--- src/rtl/johnson_ring_counter_gen.sv ---
// Johnson / one-hot ring phase generator with load, bidirectional
// stepping, illegal-state recovery, binary phase index and wrap pulse.
module johnson_ring_counter_gen #(
    parameter int WIDTH = 4,
    localparam int PW = $clog2(2*WIDTH)
) (
    input  logic             clk,
    input  logic             rst,
    input  logic             en,
    input  logic             dir,
    input  logic             mode,
    input  logic             ld,
    input  logic [WIDTH-1:0] ld_val,
    output logic [WIDTH-1:0] q,
    output logic [PW-1:0]    phase,
    output logic             wrap,
    output logic             err
);

    // {legal, index}: MSB-anchored run of L ones sits at phase L,
    // LSB-anchored run of L ones sits at phase 2*WIDTH-L.
    function automatic logic [PW:0] j_lookup(input logic [WIDTH-1:0] v);
        logic [WIDTH-1:0] ones;
        logic [PW:0]      r;
        ones = '1;
        r    = '0;
        for (int l = 0; l <= WIDTH; l++) begin
            if (v == ~(ones >> l)) r = {1'b1, PW'(l)};
        end
        for (int l = 1; l < WIDTH; l++) begin
            if (v == (ones >> (WIDTH - l))) r = {1'b1, PW'(2*WIDTH - l)};
        end
        return r;
    endfunction

    function automatic logic [PW:0] r_lookup(input logic [WIDTH-1:0] v);
        logic [WIDTH-1:0] b;
        logic [PW:0]      r;
        r = '0;
        for (int i = 0; i < WIDTH; i++) begin
            b    = '0;
            b[i] = 1'b1;
            if (v == b) r = {1'b1, PW'((WIDTH - i) % WIDTH)};
        end
        return r;
    endfunction

    function automatic logic [PW:0] lookup(input logic m,
                                           input logic [WIDTH-1:0] v);
        return m ? r_lookup(v) : j_lookup(v);
    endfunction

    function automatic logic [WIDTH-1:0] seed(input logic m);
        return m ? {{(WIDTH-1){1'b0}}, 1'b1} : '0;
    endfunction

    logic             mode_q;
    logic [PW:0]      cur;
    logic [PW:0]      ldl;
    logic [PW:0]      per;
    logic [PW:0]      pm1;
    logic             fb_r;
    logic             fb_l;
    logic [WIDTH-1:0] adv;
    logic [PW-1:0]    nph;
    logic [WIDTH-1:0] q_d;
    logic [PW-1:0]    ph_d;
    logic             wrap_d;
    logic             err_d;

    always_comb begin
        cur  = lookup(mode_q, q);
        ldl  = lookup(mode_q, ld_val);
        per  = mode_q ? (PW+1)'(WIDTH) : (PW+1)'(2*WIDTH);
        pm1  = per - 1'b1;
        // Johnson inverts the feedback bit, ring passes it through.
        fb_r = q[0] ^ ~mode_q;
        fb_l = q[WIDTH-1] ^ ~mode_q;
        adv  = dir ? {q[WIDTH-2:0], fb_l} : {fb_r, q[WIDTH-1:1]};
        if (dir)
            nph = (phase == '0) ? pm1[PW-1:0] : phase - 1'b1;
        else
            nph = ({1'b0, phase} == pm1) ? '0 : phase + 1'b1;

        q_d    = q;
        ph_d   = phase;
        wrap_d = 1'b0;
        err_d  = 1'b0;
        priority case (1'b1)
            (mode != mode_q): begin
                q_d  = seed(mode);
                ph_d = '0;
            end
            (!cur[PW]): begin
                q_d   = seed(mode_q);
                ph_d  = '0;
                err_d = 1'b1;
            end
            (ld && ldl[PW]): begin
                q_d  = ld_val;
                ph_d = ldl[PW-1:0];
            end
            ld: err_d = 1'b1;
            en: begin
                q_d    = adv;
                ph_d   = nph;
                wrap_d = (nph == '0);
            end
            default: ;
        endcase
    end

    always_ff @(posedge clk) begin
        mode_q <= mode;
        if (!rst) begin
            q     <= seed(mode);
            phase <= '0;
            wrap  <= 1'b0;
            err   <= 1'b0;
        end else begin
            q     <= q_d;
            phase <= ph_d;
            wrap  <= wrap_d;
            err   <= err_d;
        end
    end

endmodule

--- config.mk ---
export PLATFORM = sky130hd
export DESIGN_NAME = johnson_ring_counter_gen
export DESIGN_NICKNAME = d
export VERILOG_FILES = /design/src/rtl/johnson_ring_counter_gen.sv
export SDC_FILE = /design/constraint.sdc
export NUM_CORES = 1
export LEC_CHECK = 0
export CAP_MARGIN = 25
export CORE_ASPECT_RATIO = 1.75
export CORE_MARGIN = 2
export CORE_UTILIZATION = 25
export DETAILED_ROUTE_END_ITERATION = 12
export GPL_ROUTABILITY_DRIVEN = 0
export GPL_TIMING_DRIVEN = 0
export PLACE_DENSITY_LB_ADDON = 0.15
export SLEW_MARGIN = 20
export SYNTH_ARGS = -nofsm -noshare
export SYNTH_HDL_FRONTEND = slang
export SYNTH_SLANG_ARGS = --single-unit
--- constraint.sdc ---
create_clock -name clk -period 2.3 [get_ports clk]
set_input_delay 0.46 -clock clk [delete_from_list [all_inputs] [get_ports clk]]
set_output_delay 0.46 -clock clk [all_outputs]
set_load 0.05 [all_outputs]
== Word-level counts from Yosys, hierarchy flattened ==
Cells that the tools add are included.

* Register bits after elaboration: 10
* Output and inout port bits: 9

* Add/subtract/negate cells: 3
* Equal/unequal tests: 23
* Muxes and demuxes: 45
* Bitwise logic cells: 6
* Reduce and logical (&&, ||, !) cells: 11

{| class="wikitable"
|+ Operators by type and width
! cell !! number
|-
| two-way mux 4 bit || 34
|-
| equality test 4 bit, second input constant || 8
|-
| two-way mux 3 bit || 6
|-
| equality test 4 x 2 -> 1 bit, second input constant || 4
|-
| equality test 4 x 3 -> 1 bit, second input constant || 4
|-
| inequality test 5 x 3 -> 1 bit, second input constant || 2
|-
| equality test 4 x 1 -> 1 bit, second input constant || 2
|-
| logical NOT 4 bit || 2
|-
| logical NOT 3 bit || 2
|-
| OR reduction 6 bit || 1
|-
| two-way mux 1 bit || 5
|-
| equality test 3 x 4 -> 1 bit || 1
|-
| inverter 1 bit || 4
|-
| AND reduction 2 bit || 2
|-
| subtractor 4 x 1 -> 4 bit, second input constant || 1
|-
| adder 3 x 1 -> 3 bit, second input constant || 1
|-
| OR reduction 3 bit || 1
|-
| subtractor 3 x 1 -> 3 bit, second input constant || 1
|-
| inequality test 2 x 1 -> 1 bit, second input constant || 1
|-
| nonzero test 2 bit || 1
|-
| OR reduction 2 bit || 1
|-
| bitwise XOR 1 bit || 2
|-
| logical AND 1 bit || 1
|-
| inequality test 1 bit || 1
|}

== Depth between registers and ports, before layout ==
* Depth in word-level cells: 15
* Gate-level depth with buffers: 9
* Depth with buffers taken out: 9

== Worst setup path after synthesis ==
OpenSTA, ideal clock, no wires.

* Path type: register -> register
* Start: reg q[0]
* End: reg q[0], enable pin
* Setup time: 273 ps
* Data arrival time: 2,079 ps
* Required time: 2,027 ps
* Setup slack: -52 ps
* Stages on the path, launching flop included: 7
* Buffers on the path: 1
* Cells stage by stage: edfxtp_1 -> clkbuf_1 -> or3_1 -> o211ai_1 -> o31a_2 -> nand4_4 -> or3_1

* Word-level cells in the longest chain between the ends: 12
* Elaborated cells between the ends (all ways): 26
* Classes of those cells: 11 x eq/ne; 13 x mux; 2 x reduce/logical

{| class="wikitable"
|+ Ends and longest elaborated chain
! item !! RTL line !! RTL
|-
| start, declared || 14 || <nowiki>output logic [WIDTH-1:0] q,</nowiki>
|-
| start signal, assigned || 116 || <nowiki>q <= seed(mode);</nowiki>
|-
| start signal, assigned || 121 || <nowiki>q <= q_d;</nowiki>
|-
| logical NOT 4 bit || 28 || <nowiki>if (v == ~(ones >> l)) r = {1'b1, PW'(l)};</nowiki>
|-
| two-way mux 4 bit (5 in series) || 28 ||
|-
| two-way mux 4 bit (3 in series) || 31 || <nowiki>if (v == (ones >> (WIDTH - l))) r = {1'b1, PW'(2*WIDTH - l)};</nowiki>
|-
| two-way mux 4 bit (*) || 50 || <nowiki>return m ? r_lookup(v) : j_lookup(v);</nowiki>
|-
| inequality test 5 x 3 -> 1 bit (no line) || n/a ||
|-
| AND reduction 2 bit (no line) (*) || n/a ||
|}

Every way passes the cells marked *; elsewhere a longest branch is shown, timed or not.
A chain may end at the register's enable or synchronous reset.

== Final worst setup path ==
* Start: reg q[2]
* End: reg q[2], enable pin

Same word-level chain as after synthesis.

==> results.cfg <==
[run_status]
status = finished clean

[place]
port_buffers = 18
preCtsSetupSlack_ps = -567
dp_hpwl_um = 1900

[sta]
tightest_slew_ps = 498
fin_crit_sh_pct = 94.9
grt_setup_unrepaired = false
fmax_ghz = 0.458
hold_viol_final = 0
fin_ws_ps = 118
maxSlewHeadroom_pct = 66.7
report.final.slew_viol_count = 0
period_needed_ps = 2180
skew_ps = 0.949
setup_viol = 0
fin_tns_setup_ps = 0

[floorplan]
start_util_pct = 26.2
fp.dieW_um = 50.6
io_pins = 19
core_area_mm2 = 0.00363
dieHeight_um = 85.6
fp.dieArea_mm2 = 0.00433
rows = 29

[worst_setup_path]
rrSetupSlack_ps = 120
arrival_ps = 2160
crit_path_cell_trace = buf_1, or3_1, o211ai_1, o31a_2, nand4_4, or3_4
worstReg2RegStart = q[2]
cp-end-kind = register
required_ps = 2280
cp_slowest_stage_delay_ps = 420
path_class = reg -> reg
r2r_end = q[2]
slowest_stage = or3_4
cp_max_fo = 9
cp-start-kind = register
worstRegToRegCells = 6

[synthesis]
synth_warnings = 0
async_flop_share_pct = 0
ys_ff_latch = 10
avgSynthCellArea_um2 = 8.27
synth_edf_count = 4
syn_nets = 128
synth_area_um2 = 951
yosysSeqAreaShare_pct = 25.3
synth_cell_types = 45
netlist_instances = 115
synthFlopType = dfxtp_1

[worst_hold_path]
whs_endpoint = phase[0]
min_path_cells = 2
worstHoldPathType = reg -> reg
hold_start = phase[0]

[route]
firstDrtPassIters = 4
wl_per_cell_um = 12.8
route.detailed.drc = 0
ant_nets = 0
vias = 921
routed_via_density = 4.98
drt_iter0_drc = 20
wl_um = 2370

[clocking]
clkTransAtPathRegs_ps = 50
clock_path_buffers = 2
insertion_delay_ps = 230
cts_max_level = 1
clock_sinks = 10
cts_buffers = 3
cts_root_buffer = clkbuf_8
cts_tree = done

[finish]
final_util_pct = 35.3
syn_to_final_growth_pct = 34.7
antenna-diode-count = 0
drive_gt1_share_pct = 19.4
num-nets-final = 153

[pwr]
ir_drop_mv = 0.221
finalPower_uw = 830
power_density_mw_per_mm2 = 648
leakagePower_nw = 0.468

[global_routing]
grt_max_degree = 11
antenna_found_initial = 0
grt_use_total_pct = 11.5
grt_pass1_wl_um = 3720
grt-ovfl-total = 0
grt_pass1_vias = 849

[run]
cap_violations = 0
## registers in the layout, summed over array words and instances (netlist names)
signal and count:
mode_q 1, wrap 1, q 4, err 1, phase 3
## power by group
part | internal, mW | switching [mW] | leakage [nW]
clock network | 0.121 | 0.0659 | 0.0228
logic | 0.173 | 0.241 | 0.350
registers | 0.211 | 0.0179 | 0.0951
## per-layer routing
| metal | part of all wire (%) | vias to the layer above | global-route usage (%) | wire (um) |
|---|---|---|---|---|
| met2 | 56 | 14 | 21.9 | 1330 |
| met3 | 2.0 | 2 | 1.05 | 48 |
| li1 | - | 469 | - | - |
| met4 | 1.5 | 0 | 6.63 | 36 |
| met5 | 0 | - | 0 | 0 |
| met1 | 40 | 436 | 11.6 | 958 |
## metrics by stage
stage               hold slack, ps  instance area, um2  cells
finish                         701                1280    185
global placement               695                1200    179
global route                   753                1280    185
detailed placement             698                1200    179
floorplan                      488                 966    115
CTS                            708                1250    184
## cell usage in the layout, fill, tap and decap left out, drive strengths merged, types with 2 or more instances in the layout
cell type and n:
buf 5, o21ai 6, o22ai 2, and3 2
nor3 3, nand2 8, nand2b 6, xnor2 4
inv 7, nor2 13, edfxtp 4, mux2 2
xor2 2, a311oi 3, nor2b 5, dfxtp 6
clkbuf 8, ha 3, or3 2, dlygate4sd2 2
a211oi 4, or2 3, clkdlybuf4s50 14, a21oi 10
## synthesized netlist by cell type (2+ instances only)
library cell	number	area share (%)
nand2_1	8	3.2
a211oi_1	3	2.4
o21ai_0	3	1.6
clkbuf_1	3	1.2
nor2b_1	5	3.3
inv_1	7	2.8
or2_1	2	1.3
nor2_1	12	4.7
edfxtp_1	4	13
nand2b_1	6	3.9
xor2_1	2	1.8
or3_1	2	1.3
a311oi_2	2	3.2
o22ai_1	2	1.3
xnor2_1	4	3.7
ha_1	3	3.9
o21ai_1	3	1.6
a21oi_1	10	5.3
nor3_1	3	1.6
dfxtp_1	6	13
## cell type report
| class | instances | area (um2) |
|---|---|---|
| multi-input cells | 92 | 679 |
| flip-flops and latches | 10 | 240 |
| well taps | 46 | 57.6 |
| fillers | 399 | 2350 |
| clock buffers | 4 | 45.0 |
| plain buffers | 6 | 42.5 |
| inverters | 7 | 26.3 |
| repair buffers | 20 | 190 |
## cell families after synthesis
logic type / synth area share (%)
adders and majority gates: 3.95
AOI/OAI and AO/OA: 29.9
buffers and inverters: 6.05
DFF: 25.3
xor gates and xnor gates: 5.53
muxes: 3.82
and+or+nand+nor: 25.5
## timing repair
item                       in CTS  in global routing
hold buffers                    0                  0
gates cloned                    0                  0
buffers inserted                1                  1
pin swaps                       1                  1
setup endpoints to repair       7                  3
gates resized for setup         3                  9
## how the worst max path moves through the flow
stage / start / to
finish: q[2] / q[2]
global route: q[2] / q[2]
CTS: ld_val[3] / q[3]
detailed placement: ld_val[2] / q[0]
global placement: ld_val[2] / q[0]
floorplan: q[0] / q[0]
## critical path: cells and delay by family, from the launching register on
family          cells  cell delay, ps
flops               1             380
simple gates        3             990
compound gates      2             330
buf+inv             1             240
(Power assumes the default switching activity.)
